==> src/rtl/alu_mdu_seq_if.sv <==
// alu_mdu_seq_if: operation request / result handshake bundle for alu_mdu_seq
interface alu_mdu_seq_if #(parameter int WIDTH = 32);
    logic             in_valid;
    logic             in_ready;
    logic [1:0]       alu_op;
    logic [5:0]       funct;
    logic [WIDTH-1:0] src_a;
    logic [WIDTH-1:0] src_b;
    logic             out_valid;
    logic             out_ready;
    logic [WIDTH-1:0] result;
    logic             zero;
    logic [3:0]       alu_ctrl;
    logic             illegal;
    logic             div_by_zero;
    logic [WIDTH-1:0] hi;
    logic [WIDTH-1:0] lo;

    modport master (
        output in_valid, alu_op, funct, src_a, src_b, out_ready,
        input  in_ready, out_valid, result, zero, alu_ctrl, illegal, div_by_zero, hi, lo
    );

    modport slave (
        input  in_valid, alu_op, funct, src_a, src_b, out_ready,
        output in_ready, out_valid, result, zero, alu_ctrl, illegal, div_by_zero, hi, lo
    );
endinterface

==> src/rtl/alu_mdu_seq.sv <==
// alu_mdu_seq: ALU decode plus iterative MIPS mult/div unit with HI/LO and valid/ready handshake
module alu_mdu_seq #(
    parameter int WIDTH = 32
) (
    input logic          clk,
    input logic          rst_n,
    alu_mdu_seq_if.slave bus
);
    localparam int CW = $clog2(WIDTH + 1);
    localparam logic [1:0] IDLE = 2'd0;
    localparam logic [1:0] BUSY = 2'd1;
    localparam logic [1:0] HOLD = 2'd2;

    logic [1:0]         state_q, state_d;
    logic [CW-1:0]      cnt_q, cnt_d;
    logic [2*WIDTH-1:0] p_q, p_d;
    logic [WIDTH-1:0]   m_q, m_d;
    logic               neg_q, neg_d;
    logic               rneg_q, rneg_d;
    logic               div_q, div_d;
    logic [WIDTH-1:0]   res_q, res_d;
    logic               zero_q, zero_d;
    logic [3:0]         ctrl_q, ctrl_d;
    logic               ill_q, ill_d;
    logic               dbz_q, dbz_d;
    logic [WIDTH-1:0]   hi_q, hi_d;
    logic [WIDTH-1:0]   lo_q, lo_d;

    logic [3:0]         fdec, dec;
    logic [WIDTH-1:0]   alu_res;
    logic               is_md, is_div, is_sgn, bz, sa, sb;
    logic [WIDTH-1:0]   ma, mb;
    logic [WIDTH:0]     mul_sum, rs, diff;
    logic [2*WIDTH-1:0] step_p, mprod;
    logic [WIDTH-1:0]   quo, rem, fin_hi, fin_lo;

    always_comb begin
        case (bus.funct)
            6'b100000: fdec = 4'b0010;
            6'b100010: fdec = 4'b0110;
            6'b100100: fdec = 4'b0000;
            6'b100101: fdec = 4'b0001;
            6'b100111: fdec = 4'b1100;
            6'b101010: fdec = 4'b0111;
            6'b011000: fdec = 4'b1000;
            6'b011001: fdec = 4'b1001;
            6'b011010: fdec = 4'b1010;
            6'b011011: fdec = 4'b1011;
            6'b010000: fdec = 4'b1101;
            6'b010010: fdec = 4'b1110;
            default:   fdec = 4'b1111;
        endcase
        dec = bus.alu_op[0] ? 4'b0110 : bus.alu_op[1] ? fdec : 4'b0010;
    end

    always_comb begin
        case (dec)
            4'b0010: alu_res = bus.src_a + bus.src_b;
            4'b0110: alu_res = bus.src_a - bus.src_b;
            4'b0000: alu_res = bus.src_a & bus.src_b;
            4'b0001: alu_res = bus.src_a | bus.src_b;
            4'b1100: alu_res = ~(bus.src_a | bus.src_b);
            4'b0111: alu_res = {{(WIDTH-1){1'b0}}, $signed(bus.src_a) < $signed(bus.src_b)};
            4'b1101: alu_res = hi_q;
            4'b1110: alu_res = lo_q;
            default: alu_res = '0;
        endcase
    end

    // Iteration works on magnitudes; signs are reapplied on the final step.
    assign is_md  = dec[3:2] == 2'b10;
    assign is_div = is_md && dec[1];
    assign is_sgn = !dec[0];
    assign bz     = bus.src_b == '0;
    assign sa     = is_sgn && bus.src_a[WIDTH-1];
    assign sb     = is_sgn && bus.src_b[WIDTH-1];
    assign ma     = sa ? -bus.src_a : bus.src_a;
    assign mb     = sb ? -bus.src_b : bus.src_b;

    always_comb begin
        mul_sum = {1'b0, p_q[2*WIDTH-1:WIDTH]} + (p_q[0] ? {1'b0, m_q} : '0);
        rs      = {p_q[2*WIDTH-1:WIDTH], p_q[WIDTH-1]};
        diff    = rs - {1'b0, m_q};
        step_p  = !div_q ? {mul_sum, p_q[WIDTH-1:1]}
                : diff[WIDTH] ? {rs[WIDTH-1:0], p_q[WIDTH-2:0], 1'b0}
                : {diff[WIDTH-1:0], p_q[WIDTH-2:0], 1'b1};
        mprod   = neg_q ? -step_p : step_p;
        quo     = step_p[WIDTH-1:0];
        rem     = step_p[2*WIDTH-1:WIDTH];
        fin_hi  = div_q ? (rneg_q ? -rem : rem) : mprod[2*WIDTH-1:WIDTH];
        fin_lo  = div_q ? (neg_q ? -quo : quo) : mprod[WIDTH-1:0];
    end

    always_comb begin
        state_d = state_q;
        cnt_d   = cnt_q;
        p_d     = p_q;
        m_d     = m_q;
        neg_d   = neg_q;
        rneg_d  = rneg_q;
        div_d   = div_q;
        res_d   = res_q;
        zero_d  = zero_q;
        ctrl_d  = ctrl_q;
        ill_d   = ill_q;
        dbz_d   = dbz_q;
        hi_d    = hi_q;
        lo_d    = lo_q;
        case (state_q)
            IDLE: if (bus.in_valid) begin
                ctrl_d = dec;
                ill_d  = dec == 4'b1111;
                dbz_d  = is_div && bz;
                div_d  = is_div;
                neg_d  = sa ^ sb;
                rneg_d = sa;
                m_d    = is_div ? mb : ma;
                p_d    = {{WIDTH{1'b0}}, is_div ? ma : mb};
                cnt_d  = CW'(WIDTH);
                if (is_md && !(is_div && bz)) begin
                    state_d = BUSY;
                end else begin
                    state_d = HOLD;
                    res_d   = alu_res;
                    zero_d  = alu_res == '0;
                end
            end
            BUSY: begin
                p_d   = step_p;
                cnt_d = cnt_q - CW'(1);
                if (cnt_q == CW'(1)) begin
                    state_d = HOLD;
                    hi_d    = fin_hi;
                    lo_d    = fin_lo;
                    res_d   = fin_lo;
                    zero_d  = fin_lo == '0;
                end
            end
            HOLD: if (bus.out_ready) state_d = IDLE;
            default: state_d = IDLE;
        endcase
    end

    always_ff @(posedge clk or negedge rst_n) begin
        if (!rst_n) begin
            state_q <= IDLE;
            cnt_q   <= '0;
            p_q     <= '0;
            m_q     <= '0;
            neg_q   <= 1'b0;
            rneg_q  <= 1'b0;
            div_q   <= 1'b0;
            res_q   <= '0;
            zero_q  <= 1'b0;
            ctrl_q  <= '0;
            ill_q   <= 1'b0;
            dbz_q   <= 1'b0;
            hi_q    <= '0;
            lo_q    <= '0;
        end else begin
            state_q <= state_d;
            cnt_q   <= cnt_d;
            p_q     <= p_d;
            m_q     <= m_d;
            neg_q   <= neg_d;
            rneg_q  <= rneg_d;
            div_q   <= div_d;
            res_q   <= res_d;
            zero_q  <= zero_d;
            ctrl_q  <= ctrl_d;
            ill_q   <= ill_d;
            dbz_q   <= dbz_d;
            hi_q    <= hi_d;
            lo_q    <= lo_d;
        end
    end

    assign bus.in_ready    = state_q == IDLE;
    assign bus.out_valid   = state_q == HOLD;
    assign bus.result      = res_q;
    assign bus.zero        = zero_q;
    assign bus.alu_ctrl    = ctrl_q;
    assign bus.illegal     = ill_q;
    assign bus.div_by_zero = dbz_q;
    assign bus.hi          = hi_q;
    assign bus.lo          = lo_q;
endmodule
==> src/flat_wrapper.sv <==
// flat-port wrapper written by rule: the top's interface ports become plain ports
module alu_mdu_seq_flat 
#(
    parameter int WIDTH = 32
)
  (clk, rst_n, bus_in_valid, bus_alu_op, bus_funct, bus_src_a, bus_src_b, bus_out_ready, bus_in_ready, bus_out_valid, bus_result, bus_zero, bus_alu_ctrl, bus_illegal, bus_div_by_zero, bus_hi, bus_lo);
  alu_mdu_seq_if #(.WIDTH(WIDTH)) bus_i ();
  input logic clk;
  input logic rst_n;
  input wire logic [$bits(bus_i.in_valid)-1:0] bus_in_valid;
  input wire logic [$bits(bus_i.alu_op)-1:0] bus_alu_op;
  input wire logic [$bits(bus_i.funct)-1:0] bus_funct;
  input wire logic [$bits(bus_i.src_a)-1:0] bus_src_a;
  input wire logic [$bits(bus_i.src_b)-1:0] bus_src_b;
  input wire logic [$bits(bus_i.out_ready)-1:0] bus_out_ready;
  output wire logic [$bits(bus_i.in_ready)-1:0] bus_in_ready;
  output wire logic [$bits(bus_i.out_valid)-1:0] bus_out_valid;
  output wire logic [$bits(bus_i.result)-1:0] bus_result;
  output wire logic [$bits(bus_i.zero)-1:0] bus_zero;
  output wire logic [$bits(bus_i.alu_ctrl)-1:0] bus_alu_ctrl;
  output wire logic [$bits(bus_i.illegal)-1:0] bus_illegal;
  output wire logic [$bits(bus_i.div_by_zero)-1:0] bus_div_by_zero;
  output wire logic [$bits(bus_i.hi)-1:0] bus_hi;
  output wire logic [$bits(bus_i.lo)-1:0] bus_lo;
  assign bus_i.in_valid = bus_in_valid;
  assign bus_i.alu_op = bus_alu_op;
  assign bus_i.funct = bus_funct;
  assign bus_i.src_a = bus_src_a;
  assign bus_i.src_b = bus_src_b;
  assign bus_i.out_ready = bus_out_ready;
  assign bus_in_ready = bus_i.in_ready;
  assign bus_out_valid = bus_i.out_valid;
  assign bus_result = bus_i.result;
  assign bus_zero = bus_i.zero;
  assign bus_alu_ctrl = bus_i.alu_ctrl;
  assign bus_illegal = bus_i.illegal;
  assign bus_div_by_zero = bus_i.div_by_zero;
  assign bus_hi = bus_i.hi;
  assign bus_lo = bus_i.lo;
  alu_mdu_seq #(.WIDTH(WIDTH)) u_core (.clk(clk), .rst_n(rst_n), .bus(bus_i));
endmodule
==> config.mk <==
export PLATFORM = sky130hd
export DESIGN_NAME = alu_mdu_seq_flat
export DESIGN_NICKNAME = d
export VERILOG_FILES = /design/src/rtl/alu_mdu_seq_if.sv /design/src/rtl/alu_mdu_seq.sv /design/src/flat_wrapper.sv
export SDC_FILE = /design/constraint.sdc
export NUM_CORES = 1
export LEC_CHECK = 0
export CORE_ASPECT_RATIO = 0.7
export CORE_MARGIN = 2
export CORE_UTILIZATION = 50
export DETAILED_ROUTE_END_ITERATION = 6
export PLACE_DENSITY = 0.7
export REMOVE_ABC_BUFFERS = 1
export SLEW_MARGIN = 30
export SYNTH_ARGS = -nofsm -noshare
export SYNTH_HDL_FRONTEND = slang
export SYNTH_SLANG_ARGS = --single-unit
==> constraint.sdc <==
create_clock -name clk -period 6.3 [get_ports clk]
set_input_delay 0.63 -clock clk [delete_from_list [all_inputs] [get_ports clk]]
set_output_delay 0.63 -clock clk [all_outputs]
set_load 0.02 [all_outputs]
==> impl_results.md, run 1 <==
* Run status: finished, violations left
* Violated checks: design-rule violations
* Register area share after synthesis at roughly 23%
* Starting Density at 51.0%
* RSZ-0062 raised after global routing: no
* Post-route DRC at 23
* Cells after Synth at 3169
* Most used DFF post-synth: dfrtp_1
* Fin crit share at 95.1%
* CTS H-Tree Depth at 1
* Clock slew at reported path FFs at 0.07 ns
* Actual slew at the worst max-slew pin at 1.08 ns
* Final-report setup violation count at 0
* Crit-path max FO at 5
* ANT nets after route at 0
* Placed cell areas at 25900 um2
* Tmin final at 5.99 ns
* Average routed wire per standard cell at 27.9 um
* CTS tree: yes
* Hold Path Class: input port to async pin
* Hpwl dp at around 84 mm
* Number of post-CTS setup repair buffers at 0
* Port buffer count at 180
* Leakage power at 11.3 nW
* Combinational power share at 51.4%
* DR vias at 27.0k
* Root Buffer: clkbuf_16
* Die Wd at 261 um
* Total GRT Usage at between 40 and 50%
* Commonest cells in the netlist: 443 x nand2_1, 310 x o21ai_0, 257 x nor2_1
* Sw frac at 46.9%
* Fin. Hold Viols at 0
* Initial DRC Count at 4698
* Total core area at 45500 um2
* Switch Pwr at 3.33 mW
* RR Endpoint: u_core.bus.zero
* Slowest cell delay on critical path at 0.71 ns
* Max Transition Viols Final at 0
* Startpoint types: register
* Via-per-instance ratio at 6.90
* Power Dens Cells at roughly 270 nW/um2
* WHS at ~0.003 ns
* Dominant cells by area after synthesis: dfrtp_1 23%, ha_1 9.0%, nand2_1 7.2%
* GP Congestion at 1.06
* Area growth from synthesis to layout at 15.4%
* Slew Limit Headroom at 27.5%
* First-pass GRT wire length at 161 mm
* Yosys cell types at 89
* Largest net degree at the start of global routing at 117
* Initial antenna violation count at 4
* Clk_skew at 0.0156 ns
* Synthesis-stage register bit count at 210
* Critical path class: register to register
* Clock Sinks at 210
* Hold buffers post-CTS at 0
* Overflow after GRT at 0
* CP Cell Sequence: inv_1, ha_1, inv_1, fa_1, a211oi_2, o21ai_2, o21ai_0, buf_4, a21oi_1, or3b_1, nand3_1, o21ai_0, ha_1, o21ai_0, or3_1, nand2_1, xor2_1, or4b_2, nor3_1, nand4_1, nor3_1, nand4_1, nor3_1, a221o_1
* Vias in the first global route at roughly 25k
* Layout cell share with drive strength beyond 1 at under 10%
* Sequential fraction of design power at between 20% and 30%
* CTS max path bufs at 3
* FFs w/ async S/R, synth at 100%
* Maximum vdd drop at 245 uV
* Reg2reg start: u_core.p_q[31]
* Final instance area at 26800 um2
* TritonCTS Buffers at 25
* Syn. warnings at 0
* Post-synth EDFFs at 0
* Mapped Area at ~23000 um2
* Ports at 181
* Die ar. at 48200 um2
* Clk Latency, worst-skew pair at roughly 0.6 ns
* Row cnt at 65
* Nets at 3537
* Synth top area share at a little under a quarter
* WP data required at 6.81 ns
* Critical path capture point type: register
* Most common cell in the netlist: nand2_1
* Drt first pass iters at 7
* Internal cell power at 3.77 mW
* Post-Route WL at 109 mm
* Power share of the clock group at 22.8%
* Max_cap viols at 0
* Syn_area_per_cell at 7.32 um2
* WP data arrival at 6.51 ns
* R2R depth at 24
* Reg-to-reg slack, setup at 0.31 ns
* Peak Freq at 0.167 GHz
* Slowest CP cell: or4b_2
* Area leader, netlist: dfrtp_1
* Vert. Die Dim at 184 um
-- per-layer routing --
| metal | track usage, % | share of wire [%] | wire [um] | up-vias |
|---|---|---|---|---|
| met1 | 63.4 | 42 | 45500 | 12753 |
| li1 | - | - | - | 11757 |
| met5 | 0 | 0 | 0 | - |
| met2 | 60.6 | 39 | 42300 | 2162 |
| met4 | 17.5 | 4.9 | 5360 | 0 |
| met3 | 14.6 | 15 | 16200 | 356 |
-- power by group through the flow --
stage	Sequential, mW	Combinational (mW)	Clock [mW]
final	1.83	3.65	1.62
after global routing	1.84	3.86	1.67
after CTS	1.81	3.48	1.61
after detailed placement	1.83	3.45	0
after global placement	1.81	3.40	0
after floorplan	1.84	2.02	0
-- sequential cells by signal, summed over array words and instances (netlist names), 2 cells and up --
register	flops
u_core.bus.alu_ctrl	4
u_core.m_q	32
u_core.state_q	2
u_core.p_q	64
u_core.bus.result	32
u_core.bus.hi	32
u_core.bus.lo	32
u_core.cnt_q	6
-- area by class of cell --
class                      count  area, um2
multi-input combinational   2604      16600
sequential                   210       5260
inverter                     161        604
fill                        4143      18700
timing repair buffer         289       2640
clock inverter                14        190
tap                          603        754
antenna                        3       7.51
clock buffer                  31        668
-- cells by family after synthesis --
logic type,synth area share [%]
fa+ha+maj,9.30
mux,3.24
simple gates,22.7
flops,22.7
compound gates,29.1
xor+xnor,7.06
buf+inv,5.90
-- worst max-delay path: cells and delay by family, from the launching register on --
family                   cells  cell delay, ns
AO/OA/AOI/OAI                7            1.22
AND/OR/NAND/NOR             10            2.92
buffers and inverters        3            0.29
XOR/XNOR                     1            0.25
adder cells (fa/ha/maj)      3            0.86
flip-flops                   1            0.38
-- stage by stage --
| step | utilization [%] | setup WS (ns) | cells | total power, mW | TNS, ns |
|---|---|---|---|---|---|
| finish | 58.9 | 0.307 | 3915 | 7.10 | 0 |
| global route | 58.9 | 0.0624 | 3914 | 7.37 | 0 |
| CTS | 58.8 | 0.319 | 3912 | 6.90 | 0 |
| detailed placement | 56.9 | 0.434 | 3867 | 5.28 | 0 |
| global placement | 56.9 | 0.688 | 3867 | 5.21 | 0 |
| floorplan | - | -1.64 | 2975 | 3.87 | -35.03 |
-- timing repair --
action | CTS | global route
setup endpoints to repair | 0 | 4
endpoints found under the hold margin | 0 | 0
resized for setup | 0 | 5
-- layout by cell type (no fill, tap or decap), types with 44 or more instances in the layout --
cell type,synthesis,layout
o21ai_0,310,308
dfrtp_1,210,208
nor2_1,257,253
a21o_1,46,46
nand2_1,443,441
clkdlybuf4s50_1,0,179
o221ai_1,45,45
xor2_1,62,62
buf_4,1,108
nor3_1,87,86
ha_1,166,166
xnor2_1,125,125
a21oi_1,233,232
nand3_1,63,63
inv_1,161,161
mux2i_1,65,65
a31oi_1,44,44
and2_1,48,47
-- worst max path at each step --
stage | end | slack (ns) | cells past startpoint | start
after CTS | u_core.bus.zero | 0.32 | 25 | u_core.p_q[31]
final | u_core.bus.zero | 0.31 | 24 | u_core.p_q[31]
after global placement | u_core.bus.zero | 0.69 | 17 | bus_src_b[1]
after detailed placement | u_core.bus.zero | 0.43 | 25 | u_core.p_q[31]
after global routing | u_core.bus.zero | 0.06 | 24 | u_core.p_q[31]
after floorplan | u_core.bus.zero | -1.64 | 12 | bus_funct[3]
(Power assumes the default switching activity.)
==> inputs of run 2 (changes only) <==
--- a/config.mk
+++ b/config.mk
@@ -6,7 +6,6 @@
 export NUM_CORES = 1
 export LEC_CHECK = 0
 export CORE_ASPECT_RATIO = 0.7
-export CORE_MARGIN = 2
 export CORE_UTILIZATION = 50
 export DETAILED_ROUTE_END_ITERATION = 6
 export PLACE_DENSITY = 0.7
==> impl_results.md, run 2 (same netlist as run 1, synthesis figures left out) <==
* Row cnt at 65 (unchanged)
* Layout fillers at 4250 (+2.6%)
* Hpwl dp at 83.3 mm (-1.2%)
* Layout cell share with drive strength beyond 1 at 6.10% (-0.40 points)
* CP Cell Sequence: ha_1, nand4_1, nor3_2, nand3b_1, a21oi_1, or3b_1, nand3_1, o21ai_0, ha_1, o21ai_0, or4_1, or3b_2, or2_2, nor4_1, o21ai_0, o22ai_2, a21oi_1, xor2_1, o21ai_0
* CTS max path bufs at 3 (unchanged)
* GP Congestion at 1.11 (+5.1%)
* Tmin final at 5.99 ns (-0.00796 ns)
* Via-per-instance ratio at 6.92 (+0.27%)
* Commonest non-fill, non-tap cell in the layout: nand2_1
* Port buffer count at 180 (unchanged)
* Slew Limit Headroom at 32.8% (+5.4 points)
* DR vias at 27.0k (-0.033%)
* Vias in the first global route at 24.5k (-1.6%)
* Run status: finished, violations left
* Violated checks: design-rule violations
* Die ar. at 47300 um2 (-1.8%)
* Total GRT Usage at 44.5% (+0.26 points)
* ANT nets after route at 0 (unchanged)
* Clock slew at reported path FFs at 0.07 ns (about the same)
* Clk Latency, worst-skew pair at 0.58 ns (about the same)
* Reg with most FFs: u_core.p_q
* CTS H-Tree Depth at 1 (unchanged)
* Clock Sinks at 210 (unchanged)
* CTS tree: yes
* Fin. Hold Viols at 0 (unchanged)
* WP data required at 6.73 ns (-0.08 ns)
* Wire length on met3 at 16.4 mm (+1.4%)
* Worst setup margin at 0.315 ns (+0.00796 ns)
* Critical path's most frequent cell: o21ai_0
* Ports at 181 (unchanged)
* Number of post-CTS setup repair buffers at 0 (unchanged)
* Fin util at 58.9% (about the same)
* Vert. Die Dim at 182 um (-1.1%)
* Maximum vdd drop at 229 uV (-6.8%)
* Finished Layout Cells at 3903 (-0.31%)
* Clk_skew at 0.0199 ns (+0.00424 ns)
* Max Transition Viols Final at 0 (unchanged)
* RSZ-0062 raised after global routing: no
* Peak Freq at 0.167 GHz (+0.13%)
* Area of the multi-input gates at 16600 um2 (unchanged)
* Routed met1 length at 44.7 mm (-1.7%)
* Die Wd at 259 um (-0.76%)
* Total core area at 45400 um2 (-0.18%)
* Area growth from synthesis to layout at 15.2%
* Top Layer Used: met5
* Slowest cell delay on critical path at 0.69 ns (-0.02 ns)
* Starting Density at 51.1% (+0.091 points)
* WP data arrival at 6.41 ns (-0.10 ns)
* Max reg flops at 64 (unchanged)
* Hold Path Class: register to register
* Slowest CP cell: or4_1
* Startpoint types: register
* Actual slew at the worst max-slew pin at 1.00 ns (-0.0784 ns)
* FF/Latch Area at 5260 um2 (about the same)
* Critical path capture point type: register
* Initial antenna violation count at 6 (+2)
* Critical path class: register to register
* Met2 WL at 42.0 mm (-0.64%)
* TritonCTS Buffers at 25 (unchanged)
* Post-Route WL at 108 mm (-1.2%)
* Largest net degree at the start of global routing at 113 (-3.4%)
* Leakage power at 11.3 nW (-0.25%)
* Overflow after GRT at 0 (unchanged)
* Average routed wire per standard cell at 27.7 um (-0.94%)
* First-pass GRT wire length at 159 mm (-1.0%)
* Final-report setup violation count at 0 (unchanged)
* Power Dens Cells at 266 nW/um2 (+0.29%)
* Nets at 3525 (-0.34%)
* Pre-CTS setup slack at 0.392 ns (-0.0427 ns)
* Max_cap viols at 0 (unchanged)
* Root Buffer: clkbuf_16
* Fin crit share at 95.0% (-0.13 points)
* Crit-path max FO at 8 (+3)
* Post-route DRC at 6 (-74%)
* Drt first pass iters at 7 (unchanged)
* Initial DRC Count at 4643 (-1.2%)
* Most frequent cells in the layout: 441 x nand2_1, 307 x o21ai_0, 253 x nor2_1, 232 x a21oi_1, 209 x dfrtp_1
* Placed instance count at 3853 (-0.36%)
## run 2: what timing repair did
action                                  CTS  global route
gates resized for setup                   0             5
hold endpoints to repair                  0            32
hold buffers                              0             1
endpoints found under the setup margin    0             7
## run 2: per-layer routing
| metal | up-vias | GRT usage [%] |
|---|---|---|
| met5 | - | 0.823 |
| met4 | 4 | 15.4 |
| met3 | 312 | 15.6 |
| met2 | 2123 | 60.9 |
| met1 | 12869 | 63.9 |
| li1 | 11711 | - |
## run 2: where the power goes
part / internal [mW] / total [mW] / switching, mW
logic: 1.26 / 3.61 / 2.36
registers: 1.56 / 1.81 / 0.251
clock network: 1.00 / 1.69 / 0.683
## run 2: cell type report
class	instances	share of cell area (%)
antenna	4	0.0374
clock buffer	34	2.69
clock inverter	10	0.702
inverter	161	2.26
multi-input combinational	2604	62.2
sequential	210	19.7
tap	603	2.82
timing repair buffer	277	9.57
## run 2: critical path: cells and delay by family, from the launching register on
family	cells	cell delay, ns
compound gates	7	1.49
xor+xnor	1	0.15
flops	1	0.45
simple gates	9	3.04
fa+ha+maj	2	0.69
## run 2: stage by stage
| step | instance area (um2) | hold WS, ns | setup TNS, ns | total power, mW |
|---|---|---|---|---|
| 2_1_floorplan | 22400 | 0.334 | -35.03 | 3.87 |
| 3_3_place_gp | 25800 | 0.462 | 0 | 5.17 |
| 3_5_place_dp | 25800 | 0.466 | 0 | 5.23 |
| 4_1_cts | 26700 | 0.197 | 0 | 6.91 |
| 5_1_grt | 26700 | 0.496 | 0 | 7.38 |
| 6_report | 26700 | 0.481 | 0 | 7.11 |
## run 2: path summary, 6_finish.rpt
check | from | endpoint | slack (ns) | cells past startpoint
max | u_core.p_q[56] | u_core.bus.hi[26] | 0.31 | 19
min | u_core.bus.result[25] | u_core.bus.result[25] | 0.48 | 1
max reg2reg | u_core.p_q[56] | u_core.bus.hi[26] | 0.31 | 19
min reg2reg | u_core.bus.result[25] | u_core.bus.result[25] | 0.48 | 1
max in group asynchronous | rst_n | u_core.div_q | 4.15 | 4
min in group asynchronous | rst_n | u_core.m_q[24] | 0.51 | 2
